==> src/rtl/robo_ctrl.sv <==
// Left-hand wall-following controller: one move command per rising edge of the robot step clock.
// Optional action budget enabled by defining ROBO_CTRL_TIMEOUT_EN (counts issued commands up to MAX_ACTIONS).
module robo_ctrl #(
   parameter int MAX_ACTIONS = 1023
) (
   input  logic clock,
   input  logic reset,
   input  logic enable,
   input  logic tick,
   input  logic head,
   input  logic left,
   input  logic under,
   input  logic barrier,
   output logic avancar,
   output logic girar,
   output logic remover,
   output logic done,
   output logic timeout
);

   typedef enum logic [2:0] {DECIDE, TURN_L2, TURN_L3, FWD, DONE} state_t;
   typedef enum logic [1:0] {CMD_NONE, CMD_ADV, CMD_TURN, CMD_REM} cmd_t;

   state_t state, state_nxt;
   cmd_t   cmd;
   logic   left_lock, lock_nxt;
   logic   tick_q;
   logic   step;
   logic   exit_hit;
   logic   budget_out;

   assign step = tick & ~tick_q;

   // Decision table for the current step; only consulted when a step arrives.
   always_comb begin
      cmd       = CMD_NONE;
      state_nxt = state;
      lock_nxt  = left_lock;
      exit_hit  = 1'b0;
      case (state)
         DECIDE: begin
            if (under) begin
               exit_hit = 1'b1;
            end else if (barrier) begin
               cmd = CMD_REM;
            end else if (!left && !left_lock) begin
               cmd       = CMD_TURN;
               state_nxt = TURN_L2;
            end else if (!head) begin
               cmd      = CMD_ADV;
               lock_nxt = 1'b0;
            end else begin
               cmd      = CMD_TURN;
               lock_nxt = 1'b0;
            end
         end
         TURN_L2: begin
            cmd       = CMD_TURN;
            state_nxt = TURN_L3;
         end
         TURN_L3: begin
            cmd       = CMD_TURN;
            state_nxt = FWD;
         end
         FWD: begin
            if (barrier) begin
               cmd = CMD_REM;
            end else if (!head) begin
               cmd       = CMD_ADV;
               lock_nxt  = 1'b1;
               state_nxt = DECIDE;
            end else begin
               cmd       = CMD_TURN;
               state_nxt = DECIDE;
            end
         end
         default: begin
            cmd = CMD_NONE;
         end
      endcase
   end

`ifdef ROBO_CTRL_TIMEOUT_EN
   localparam int CNT_W = $clog2(MAX_ACTIONS + 1);
   logic [CNT_W-1:0] count;

   assign budget_out = (count == CNT_W'(MAX_ACTIONS));

   // Counter saturates at the budget: the command that would exceed it is swallowed instead.
   always_ff @(posedge clock) begin
      if (reset) begin
         count   <= '0;
         timeout <= 1'b0;
      end else if (state != DONE && enable && step && cmd != CMD_NONE) begin
         if (budget_out) begin
            timeout <= 1'b1;
         end else begin
            count <= count + 1'b1;
         end
      end
   end
`else
   assign budget_out = 1'b0;
   assign timeout    = 1'b0;
`endif

   always_ff @(posedge clock) begin
      if (reset) begin
         state     <= DECIDE;
         left_lock <= 1'b0;
         tick_q    <= 1'b1;
         avancar   <= 1'b0;
         girar     <= 1'b0;
         remover   <= 1'b0;
         done      <= 1'b0;
      end else begin
         tick_q  <= tick;
         avancar <= 1'b0;
         girar   <= 1'b0;
         remover <= 1'b0;
         if (state != DONE) begin
            if (!enable) begin
               state     <= DECIDE;
               left_lock <= 1'b0;
            end else if (step) begin
               if (exit_hit || (cmd != CMD_NONE && budget_out)) begin
                  state <= DONE;
                  done  <= 1'b1;
               end else begin
                  state     <= state_nxt;
                  left_lock <= lock_nxt;
                  avancar   <= (cmd == CMD_ADV);
                  girar     <= (cmd == CMD_TURN);
                  remover   <= (cmd == CMD_REM);
               end
            end
         end
      end
   end

endmodule

==> config.mk <==
export PLATFORM = sky130hd
export DESIGN_NAME = robo_ctrl
export DESIGN_NICKNAME = d
export VERILOG_FILES = /design/src/rtl/robo_ctrl.sv
export SDC_FILE = /design/constraint.sdc
export NUM_CORES = 1
export LEC_CHECK = 0
export CORE_AREA = 2 2 39 41
export CTS_CLUSTER_DIAMETER = 100
export DETAILED_ROUTE_END_ITERATION = 12
export DIE_AREA = 0 0 41 43
export DONT_BUFFER_PORTS = 1
export PLACE_DENSITY_LB_ADDON = 0.25
export SLEW_MARGIN = 20
export SYNTH_ARGS = -nofsm -noshare
export SYNTH_HDL_FRONTEND = slang
export SYNTH_SLANG_ARGS = --single-unit
==> constraint.sdc <==
create_clock -name clock -period 1.6 [get_ports clock]
set_input_delay 0.16 -clock clock [delete_from_list [all_inputs] [get_ports clock]]
set_output_delay 0.16 -clock clock [all_outputs]
set_load 0.01 [all_outputs]
==> results_dict.tcl <==
set metrics [dict create \
    synth_seq_area_share_pct 37.7 \
    core_area_um2 1380 \
    dr.pass1.iters 4 \
    vias 479 \
    synthFlopType "dfxtp_1" \
    syn2layout_area_growth_pct 11.8 \
    sw_frac_of_total_pct 23.2 \
    num_rows 14 \
    antenna_found_initial 0 \
    gp_congestion 0.834 \
    grt-ovfl-total 0 \
    yosysWarnings 0 \
    critPathArrivalTime_ps 1700 \
    io_pins 13 \
    syn_avg_cell_area_um2 7.84 \
    clock_latency_ps 260 \
    cts_root_buf "clkbuf_4" \
    fillers 144 \
    grt_pass1_vias 427 \
    htreeDepth 1 \
    cp_top_family "compound AO/OA/AOI/OAI gates" \
    synth_edf_count 0 \
    power.leakage_uw 0.000195 \
    initial_core_util_pct 34.5 \
    cp_max_fo 7 \
    die-area_um2 1760 \
    crit_buf_inv 0 \
    cts_tree "done" \
    synthArstFlopShare_pct 0 \
    p_clk_share_pct 39.6 \
    fin_tns_setup_ps 0 \
    pwr-share-comb_pct 8.8 \
    post-route-drc-count 0 \
    hold_viol_final 0 \
    post-route-period-util_pct 93.0 \
    worstSetupEndpointType "register" \
    netlist_area_um2 478 \
    finalClockSkew_ps 3.56 \
    clk_pin_slew_ps 60 \
    syn_nets 69 \
    internal-power_uw 343 \
    slowest_delay_ps 410 \
    ir_drop_uv 466 \
    power_density_nw_per_um2 836 \
    fin_nets 74 \
    grt_use_total_pct 14.6 \
    grt_pass1_wl_um 1730 \
    synth-seq-cells 9 \
    drive_gt1_share_pct 12.3 \
    synthCells 61 \
    yosysUniqueCellTypes 29 \
    hpwl_um 784 \
    ant_nets 0 \
    antenna_cells 0 \
    final_util_pct 38.6 \
    crit_slowest_cell "or3_4" \
    finalNonFillerCells 81 \
    crit_path_start_kind "register" \
    wire_per_inst_um 13.4 \
    die-width_um 41 \
    numCtsBuffers 3 \
    switchingPower_uw 104 \
    status "finished clean" \
    rsz0062_at_grt "no" \
    holdWs_ps 46.1 \
    die_h_um 43 \
    routed_via_density 5.91 \
    clock-sinks 9 \
    cp.required_ps 1810 \
    p_total_uw 447 \
    fmax_ghz 0.672 \
    hold_class "input port to register" \
    dr.first_iter.drc_count 10 \
    grt_start_max_net_pins 9 \
    wl_um 1090 \
    portBuffers 0 \
    max-cap-violations 0 \
    drv_slew 0 \
    crit_chain "or3_4 -> a21oi_2 -> nand3_1 -> a311oi_1 -> a41o_1" \
    place_inst 75 \
    setup_viol 0 \
    cts.path.max_buffers 2 \
    pwr-share-seq_pct 51.5 \
    worst-setup-path-type "register to register" \
    finalCriticalPeriod_ps 1490 \
]
-- per-stage QoR --
step	worst slack, ps	instance area [um^2]
CTS	136	529
detailed placement	156	483
global placement	186	483
global route	9.85	534
finish	113	534
floorplan	193	478
-- synth_stat cells (2+ instances only) --
cell     n  share of area (%)
dfxtp_1  9                 38
nor2_1   7                5.5
a21oi_1  6                6.3
o21ai_0  5                5.2
inv_1    3                2.4
nand2_1  3                2.4
nor3_1   3                3.1
nand3_1  2                2.1
nand4_1  2                2.6
nor2b_1  2                2.6
-- flip-flops by register name, summed over array words and instances (netlist names) --
signal / cells
remover: 1
girar: 1
avancar: 1
state: 3
done: 1
left_lock: 1
tick_q: 1
-- power groups by stage --
stage	registers, uW	logic, uW	clock network [uW]
CTS	230	38.7	185
global route	230	43.4	195
floorplan	234	33.1	0
finish	230	39.3	177
detailed placement	235	33.6	0
global placement	235	33.8	0
-- final timing paths --
check	startpoint	endpoint	slack [ps]	cells past startpoint
worst min-delay path	under	state[2]$_SDFFE_PP0P_	50	2
worst min register to register	left_lock$_SDFFE_PP0P_	left_lock$_SDFFE_PP0P_	490	2
worst max register to register	state[1]$_SDFFE_PP0P_	state[1]$_SDFFE_PP0P_	110	5
worst max-delay path	state[1]$_SDFFE_PP0P_	state[1]$_SDFFE_PP0P_	110	5
-- repair_timing --
item | 4_1_cts | 5_1_grt
gates resized for setup | 0 | 1
endpoints found under the setup margin | 0 | 1
endpoints found under the hold margin | 4 | 0
setup buffers | 0 | 0
hold buffers | 2 | 0
-- per-layer routing --
| layer | routed length, um | GRT usage [%] | vias to the layer above | share of wire [%] |
|---|---|---|---|---|
| met5 | 0 | 0 | - | 0 |
| met2 | 502 | 20.0 | 24 | 46 |
| met4 | 0 | 4.00 | 0 | 0 |
| met1 | 438 | 18.6 | 227 | 40 |
| li1 | - | - | 228 | - |
| met3 | 147 | 9.42 | 0 | 13 |
-- cell type report --
| cell class | count | area [um^2] | share of cell area (%) |
|---|---|---|---|
| sequential | 9 | 180 | 33.7 |
| clock buffer | 4 | 26.3 | 4.92 |
| multi-input combinational | 46 | 269 | 50.4 |
| inverter | 3 | 11.3 | 2.11 |
| tap | 16 | 20.0 | 3.75 |
| timing repair buffer | 3 | 27.5 | 5.15 |
-- placed cells by master (no fill, tap or decap), types with 2 or more instances in the layout --
cell type,netlist,layout
a21oi_1,6,6
clkbuf_4,0,3
dfxtp_1,9,9
dlygate4sd3_1,0,2
inv_1,3,3
nand2_1,3,3
nand3_1,2,2
nand4_1,2,2
nor2_1,7,7
nor2b_1,2,2
nor3_1,3,2
o21ai_0,5,5
-- cells by family after synthesis --
group,count (synthesis),synth area share (%)
and+or+nand+nor,26,28.8
AOI/OAI and AO/OA,19,25.7
other,1,0.785
DFF,9,37.7
buffers and inverters,6,7.07
(Power assumes the default switching activity.)
